File: config.mk
export PLATFORM = sky130hd
export DESIGN_NAME = slc3_input_conditioner
export DESIGN_NICKNAME = d
export VERILOG_FILES = /design/src/rtl/slc3_io_pkg.sv /design/src/rtl/debounce_channel.sv /design/src/rtl/slc3_input_conditioner.sv
export SDC_FILE = /design/constraint.sdc
export NUM_CORES = 1
export LEC_CHECK = 0
export CAP_MARGIN = 20
export CELL_PAD_IN_SITES_DETAIL_PLACEMENT = 1
export CELL_PAD_IN_SITES_GLOBAL_PLACEMENT = 1
export CORE_MARGIN = 5
export CORE_UTILIZATION = 49
export DETAILED_ROUTE_END_ITERATION = 8
export PLACE_DENSITY = 0.88
export SLEW_MARGIN = 20
export SYNTH_ARGS = -nofsm -noshare
export SYNTH_HDL_FRONTEND = slang
export SYNTH_HIERARCHICAL = 1
export SYNTH_SLANG_ARGS = --single-unit
File: constraint.sdc
create_clock -name Clk -period 4.5 [get_ports Clk]
set_clock_uncertainty 0.2 [all_clocks]
set_input_delay 0.675 -clock Clk [delete_from_list [all_inputs] [get_ports Clk]]
set_output_delay 0.675 -clock Clk [all_outputs]
set_load 0.005 [all_outputs]
File: src/rtl/slc3_io_pkg.sv
// Shared types and constants for the SLC-3 board input conditioner.
// Latency: n/a (types and constants only).
// Backpressure: n/a.
//
// Contents:
//   db_state_t  - per-channel debounce FSM state
//   SYNC_STAGES - depth of the metastability synchroniser on every raw input
package slc3_io_pkg;

  typedef enum logic {
    ST_STABLE,
    ST_CHANGING
  } db_state_t;

  localparam int SYNC_STAGES = 2;

endpackage

File: src/rtl/debounce_channel.sv
// Synchronise and debounce one WIDTH-bit raw input group into a clean level plus change pulse.
// Latency: stable/change rise SYNC_STAGES+DEBOUNCE_CYCLES edges after the first edge sampling a new level.
// Backpressure: none; the change pulse is one cycle wide and is not held for a consumer.
//
// Ports:
//   clk    - system clock
//   rst    - asynchronous active-high reset (chain, stable and candidate return to RESET_VAL)
//   din    - raw asynchronous input
//   stable - debounced value
//   change - one-cycle pulse in the cycle stable takes a new value
module debounce_channel
  import slc3_io_pkg::*;
#(
  parameter int              WIDTH           = 1,
  parameter int              DEBOUNCE_CYCLES = 4,
  parameter logic [WIDTH-1:0] RESET_VAL      = '0
) (
  input  logic             clk,
  input  logic             rst,
  input  logic [WIDTH-1:0] din,
  output logic [WIDTH-1:0] stable,
  output logic             change
);

  localparam int CW = $clog2(DEBOUNCE_CYCLES + 1);
  localparam logic [CW-1:0] CNT_MAX = CW'(DEBOUNCE_CYCLES);
  localparam logic [CW-1:0] CNT_ONE = CW'(1);

  logic [SYNC_STAGES-1:0][WIDTH-1:0] sync_q;
  logic [WIDTH-1:0]                  synced;

  db_state_t        state_q, state_d;
  logic [WIDTH-1:0] cand_q, cand_d;
  logic [WIDTH-1:0] stable_q, stable_d;
  logic [CW-1:0]    cnt_q, cnt_d;
  logic             change_q, change_d;

  // Stage 0 takes the raw pin; the oldest stage feeds the FSM.
  always_ff @(posedge clk or posedge rst) begin
    if (rst) begin
      sync_q <= {SYNC_STAGES{RESET_VAL}};
    end else begin
      sync_q <= {sync_q[SYNC_STAGES-2:0], din};
    end
  end

  assign synced = sync_q[SYNC_STAGES-1];

  always_ff @(posedge clk or posedge rst) begin
    if (rst) begin
      state_q  <= ST_STABLE;
      cand_q   <= RESET_VAL;
      stable_q <= RESET_VAL;
      cnt_q    <= '0;
      change_q <= 1'b0;
    end else begin
      state_q  <= state_d;
      cand_q   <= cand_d;
      stable_q <= stable_d;
      cnt_q    <= cnt_d;
      change_q <= change_d;
    end
  end

  always_comb begin
    state_d  = state_q;
    cand_d   = cand_q;
    stable_d = stable_q;
    cnt_d    = cnt_q;
    change_d = 1'b0;
    case (state_q)
      ST_STABLE: begin
        if (synced != stable_q) begin
          cand_d  = synced;
          cnt_d   = CNT_ONE;
          state_d = ST_CHANGING;
        end
      end
      ST_CHANGING: begin
        if (synced == stable_q) begin
          // Bounced back to the accepted value: drop the candidate silently.
          cnt_d   = '0;
          state_d = ST_STABLE;
        end else if (synced == cand_q) begin
          // The matching sample that finds the count already at the limit is the
          // accepting one, so the pulse lands SYNC_STAGES+DEBOUNCE_CYCLES edges
          // after the raw change is first sampled.
          if (cnt_q >= CNT_MAX) begin
            stable_d = cand_q;
            change_d = 1'b1;
            cnt_d    = '0;
            state_d  = ST_STABLE;
          end else begin
            cnt_d = cnt_q + CNT_ONE;
          end
        end else begin
          // Multi-bit input moved to a third value: restart on the new candidate.
          cand_d = synced;
          cnt_d  = CNT_ONE;
        end
      end
      default: begin
        state_d = ST_STABLE;
        cnt_d   = '0;
      end
    endcase
  end

  assign stable = stable_q;
  assign change = change_q;

endmodule

File: src/rtl/slc3_input_conditioner.sv
// Board key/switch front end for the SLC-3 core: clean levels and one-cycle press/release/change pulses.
// Latency: outputs react SYNC_STAGES+DEBOUNCE_CYCLES edges after the first edge sampling a new raw level.
// Backpressure: none; pulses are single-cycle and must be consumed when they occur.
//
// Ports:
//   Clk, Reset                       - system clock, asynchronous active-high reset
//   Run_n_raw, Continue_n_raw        - raw active-low keys (asynchronous)
//   SW_raw                           - raw slide switches (asynchronous)
//   Run_level, Run_press             - debounced Run pressed level, press pulse
//   Continue_level/_press/_release   - debounced Continue level, press and release pulses
//   SW_stable, SW_change             - debounced switch value, update pulse
module slc3_input_conditioner
  import slc3_io_pkg::*;
#(
  parameter int DEBOUNCE_CYCLES = 4,
  parameter int SW_WIDTH        = 10
) (
  input  logic                Clk,
  input  logic                Reset,
  input  logic                Run_n_raw,
  input  logic                Continue_n_raw,
  input  logic [SW_WIDTH-1:0] SW_raw,
  output logic                Run_level,
  output logic                Run_press,
  output logic                Continue_level,
  output logic                Continue_press,
  output logic                Continue_release,
  output logic [SW_WIDTH-1:0] SW_stable,
  output logic                SW_change
);

  // Key channels debounce the raw active-low pin, so their idle value is 1.
  logic run_n_stable, run_change;
  logic cont_n_stable, cont_change;

  debounce_channel #(
    .WIDTH           (1),
    .DEBOUNCE_CYCLES (DEBOUNCE_CYCLES),
    .RESET_VAL       (1'b1)
  ) u_run (
    .clk    (Clk),
    .rst    (Reset),
    .din    (Run_n_raw),
    .stable (run_n_stable),
    .change (run_change)
  );

  debounce_channel #(
    .WIDTH           (1),
    .DEBOUNCE_CYCLES (DEBOUNCE_CYCLES),
    .RESET_VAL       (1'b1)
  ) u_continue (
    .clk    (Clk),
    .rst    (Reset),
    .din    (Continue_n_raw),
    .stable (cont_n_stable),
    .change (cont_change)
  );

  debounce_channel #(
    .WIDTH           (SW_WIDTH),
    .DEBOUNCE_CYCLES (DEBOUNCE_CYCLES),
    .RESET_VAL       ({SW_WIDTH{1'b0}})
  ) u_sw (
    .clk    (Clk),
    .rst    (Reset),
    .din    (SW_raw),
    .stable (SW_stable),
    .change (SW_change)
  );

  assign Run_level        = ~run_n_stable;
  assign Continue_level   = ~cont_n_stable;

  // The core only acts on Run presses; Run releases are swallowed here.
  assign Run_press        = run_change  &  Run_level;
  assign Continue_press   = cont_change &  Continue_level;
  assign Continue_release = cont_change & ~Continue_level;

endmodule

Word-level counts from Yosys, hierarchy flattened. Cells that the tools add are included.

Flip-flop bits (word level): 63. Latch bits: 0. RAM bits: 0. Memory bits (read-only): 0. Input bits: 14. Output and inout port bits: 16. Memories kept: 0.

Add/subtract/negate cells: 3. $mul: 0. Divide/modulo/power cells: 0. Order comparisons: 3. Eq/ne operators: 18. Shift operators: 0. Muxes and demuxes: 54. Bitwise gates (word level): 11. Reduce and logical (&&, ||, !) cells: 6.

Operators with widths (count): 2-to-1 mux 3 bit (12); 2-to-1 mux 1 bit (30); 2-to-1 mux 10 bit (3); equality test 10 bit (2); case mux 10 bit (2 select lines) (1); case mux 3 bit (2 select lines) (3); != test 2 bit (second input constant) (6); AND reduction 4 bit (3); != test 10 bit (1); case mux 1 bit (2 select lines) (5); adder 3 x 1 -> 3 bit (second input constant) (3); >= comparator 3 bit (second input constant) (3); AND reduction 3 bit (3); NOT 1 bit (8); != test 2 x 1 -> 1 bit (second input constant) (3); equality test 1 bit (4); bitwise AND 1 bit (3); != test 1 bit (2).

Depth between registers and ports, before layout.
Depth in word-level cells: 5. Gate-level depth with buffers: 6. Gate-level depth less buffers: 5.

By module. The synthesis kept the hierarchy.

By module, submodules not included: debounce_channel (u_sw) (instances 1, cells each 111, area each 1739.2 µm², seq. area each 1126.1 µm²); debounce_channel (u_continue ...) (instances 2, cells each 44, area each 466.7 µm², seq. area each 230.2 µm²); slc3_input_conditioner (instances 1, cells each 5, area each 26.3 µm², seq. area each 0.0 µm²).

Worst setup path after synthesis. OpenSTA, ideal clock, no wires.

Path type: register to register. Start point: register u_sw.sync_q (netlist bit u_sw/synced[1]). End point: register u_sw.cand_q[0]. Library setup time: 125 ps. Arrival: 1535 ps. Required time: 4175 ps. Slack: 2640 ps. Stages on the path, launching flop included: 7. Period minus slack after synthesis: 1860 ps. Cell sequence: dfrtp_1 -> xor2_1 -> nor4_1 -> nand4_1 -> o31a_1 -> buf_6 -> mux2_4.

Word-level cells in the longest chain between the ends: 3. Elaborated cells between the ends (all ways): 7. Those cells by class: eq/ne: 6; reduce/logical: 1.

Ends and longest elaborated chain: start: declaration (line debounce_channel.sv:29) `logic [SYNC_STAGES-1:0][WIDTH-1:0] sync_q;`; start signal: assignment (line debounce_channel.sv:41) `sync_q <= {SYNC_STAGES{RESET_VAL}};`; start signal: assignment (line debounce_channel.sv:43) `sync_q <= {sync_q[SYNC_STAGES-2:0], din};`; equality test 10 bit, or another cell as far along (line debounce_channel.sv:80) `if (synced == stable_q) begin`; != test 2 bit (no source line) or != test 2 x 1 -> 1 bit (tied branches); AND reduction 3 bit (no source line) *; end signal: assignment (line debounce_channel.sv:58) `cand_q <= cand_d;`; end: declaration (line debounce_channel.sv:33) `logic [WIDTH-1:0] cand_q, cand_d;`.

Every way passes the cells marked *; elsewhere a longest branch is shown, timed or not. A chain may end at the register's enable or synchronous reset.

Final worst setup path.
Start point: register u_sw.sync_q (netlist bit u_sw/synced[1]). End point: register u_sw.stable_q[3], in the netlist u_sw/stable[3].

Word-level cells in the longest chain between the ends: 3. Elaborated cells between the ends (all ways): 4. Those cells by class: eq/ne: 2; bitwise: 1; reduce/logical: 1.

Ends and longest elaborated chain: equality test 10 bit (line debounce_channel.sv:80); NOT 1 bit (no source line); AND reduction 4 bit (no source line) *; end signal: assignment (line debounce_channel.sv:59) `stable_q <= stable_d;`; end: declaration (line debounce_channel.sv:34) `logic [WIDTH-1:0] stable_q, stable_d;`.

Marked as above.

==> flow_results.org <==
** Clocking
- The clock drives 63 sinks.
- TritonCTS built the clock tree.
- Clock buffers created by TritonCTS :: 9
- Buffers inserted to repair hold after CTS numbered 0.
- Buffers added to address setup during post-CTS repair amount to 0.
- Latest clock arrival within the worst-skew pair :: approximately 0.33 ns
- # resized after CTS :: 0
- CTS root buf :: clkbuf_8
- The clock passes through at most 2 buffers.
- CTS built an H-tree with a depth of 3.
- Clock slew seen by the registers of the worst setup and hold paths :: 0.06 ns

** Floorplan
- In this run the standard cell core region covers 0.00544 mm2.
- 30 I/O pins were placed.
- Die Width :: 84.2 um
- Floorplan die area :: 0.00709 mm2
- For this configuration, the core starts out at a cell density of 0.496.
- Row generation in the floorplan step produced 27 rows.
- In this run the vertical extent of the chip is around 84 um.

** Detailed routing
- Count of TritonRoute iterations in the first routing pass :: 4
- Number of routed nets with antenna violations :: 0
- In the routed design, unresolved DRC markers number 0.
- Detailed Route Iter0 Violations :: 38
- In the final routed layout, each cell accounts on average for 17.2 um.
- The routed design has 5.48 mm of wire.
- Post-detailed-route via-to-cell ratio :: 5.32
- DR vias :: about 1,700

** Finish
- Nets@finish :: 262
- From synthesis to final layout, the design area changed by 19.8%.
- Fraction of layout instances using a drive strength above 1 :: 0.223
- Finished Cell Area :: 0.00323 mm2
- In the layout the commonest cells are dfrtp_1, clkdlybuf4s50_1, mux2_2.
- Commonest non-fill, non-tap cell in the layout :: dfrtp_1
- Ant diodes :: 0

** Setup path
- Endpoint required time on the critical path :: between 4 and 5 ns
- Crit end category :: flip-flop
- In this run the worst path has a maximum fanout of 12.
- STA puts the critical path data arrival time at 2.59 ns.
- In this run the worst setup path begins at u_sw/synced[1]$_DFF_PP0_.
- Reg-to-Reg Start :: u_sw/synced[1]$_DFF_PP0_
- The critical path is of the reg2reg type.
- Startpoint class of the critical path :: flip-flop
- Slack of the worst reg-to-reg path :: 1.91 ns

** STA
- The total count of hold-check failures in the final report came to 0.
- Ratio of final minimum period to clock period :: 0.575
- Shortest period the worst path allows :: between 2 and 3 ns
- Setup repair after global routing left no endpoint under its margin.
- Summed over all failing endpoints, the final setup total negative slack is 0 ns.
- Setup violations remaining at the end of the flow were counted as 0.
- Number of max-slew violations in the final report :: 0
- Measured against its own limit, the worst slew margin works out to 0.374.
- Maximum clock frequency :: 0.387 GHz
- For the pin with the worst max-slew slack, the measured transition is about 0.94 ns.

** Power and ir drop
- Worst-case vdd ir drop :: 0.000294 V
- Cell leakage power :: ~1.5 nW
- For this design the ratio of total power to cell area is 440 mW/mm2.

** Job
- The tool flagged a number of max-cap violations equal to 0.

** Global routing
- Congestion Overflow GR :: 0
- Wire length of the first global-routing pass :: 9.25 mm
- Pin count of the biggest net entering global routing :: 46
- Total track usage :: 0.168
- The initial antenna violation count came to 0.
- The via count of the first global-routing pass was 1,887.

** Worst hold path
- Origin of the worst min-delay path :: u_sw/sync_q[5]$_DFF_PP0_
- In this run the worst hold path is classified as reg2reg.

** Synth
- FFs w/ async S/R, synth :: 1.00
- Sequential fraction of the synthesis area :: 0.588
- Synthesis produced 204 cells.
- Distinct cells, synth :: 36
- Synthesis inferred 63 register bits.
- The Yosys step of the flow raised 6 warnings.
- Top flip-flop cell by instance count after synthesis :: dfrtp_1
- Most area-hungry cell type in the Yosys netlist :: dfrtp_1
- Leading cell types by total area after synthesis :: dfrtp_1, dfstp_2, mux2_2, mux2_4, xnor2_1
- Counting flops with a built-in enable in the synthesized netlist gives 0.
- Share of the synthesized area in the top cell type :: 0.510
- Summing every instance area after synthesis gives 0.00270 mm2.
- The average instance in the mapped netlist occupies about 13 um2.
- Synthesis produced a netlist with a net count of ~220.

** Place
- Number of I/O port buffers :: 29
- Sum of net half-perimeters after detailed placement :: 3.67 mm
- Routability congestion estimate from global placement :: 0.766
- The placed instances occupy a cell area of 0.00306 mm2.

** Status
- The run finished with clean final reports.
[path summary, 6_finish.rpt]
path	to	depth (start not counted)
min in group asynchronous	u_continue/change$_DFF_PP0_	2
min	u_sw/synced[5]$_DFF_PP0_	0
max reg2reg	u_sw/stable[3]$_DFFE_PP0P_	5
max	u_sw/stable[3]$_DFFE_PP0P_	5
max in group asynchronous	u_sw/stable[3]$_DFFE_PP0P_	2
min reg2reg	u_sw/synced[5]$_DFF_PP0_	0
[registers in the layout, summed over array words and instances, names as in the netlist, 3 cells and up]
register          cells
u_run/cnt_q           3
u_sw/stable          10
u_sw/synced          10
u_continue/cnt_q      3
u_sw/cand_q          10
u_sw/cnt_q            3
u_sw/sync_q          10
[cell families after synthesis]
logic type,after synthesis,synth area share
flops,63,0.588
simple gates,44,0.105
compound gates,32,0.0825
mux,24,0.108
xor+xnor,20,0.0649
buf+inv,15,0.0241
fa+ha+maj,6,0.0278
[cell usage after synthesis, types with 3 or more instances]
master / instances
xor2_1: 8
nor4_1: 3
nand2_1: 6
and3b_1: 4
o21ai_0: 11
ha_1: 6
mux2_4: 7
nor2_1: 9
nor2b_2: 4
and2b_2: 4
xnor2_1: 12
inv_1: 13
nand4_1: 4
mux2_2: 13
a21oi_1: 4
a22oi_1: 4
o31ai_1: 3
mux2i_1: 4
dfrtp_1: 55
dfstp_2: 8
[per-stage QoR]
step | util | std cells | hold slack [ns] | worst slack [ns] | total power [mW]
global placement | 0.563 | 303 | 0.134 | 1.97 | 0.970
global route | 0.595 | 319 | 0.161 | 1.79 | 1.51
CTS | 0.595 | 319 | 0.155 | 1.89 | 1.44
floorplan | - | 204 | 0.131 | 2.57 | 0.898
detailed placement | 0.563 | 303 | 0.138 | 1.92 | 0.996
finish | 0.595 | 319 | 0.152 | 1.91 | 1.42
[worst max-delay path, stage by stage (launching register included)]
cell and delay [ns]:
dfrtp_1 0.42, xor2_1 0.18, nor4_1 0.34, nand4_1 0.49
nand3_2 0.46, mux2_2 0.38
[final cells by class]
type,instances,area [um2]
Sequential cell,63,1590
Inverter,13,48.8
Fill cell,557,2200
Clock inverter,1,5.00
Clock buffer,15,166
Multi-Input combinational cell,126,1050
Tap cell,72,90.1
Timing Repair Buffer,29,290
[power by group]
part	total (mW)	switching, mW	internal [mW]	leakage [nW]
Clock	0.429	0.199	0.230	0.0877
Combinational	0.266	0.130	0.136	0.615
Sequential	0.728	0.0897	0.639	0.757
Total	1.42	0.418	1.01	1.46
[routing by layer]
layer	wire, um	track usage	up-vias
li1	-	-	784
met1	2360	0.193	864
met2	2780	0.280	38
met3	227	0.0569	12
met4	119	0.0819	0
met5	0	0	-
Power figures use the tool's default switching activity.
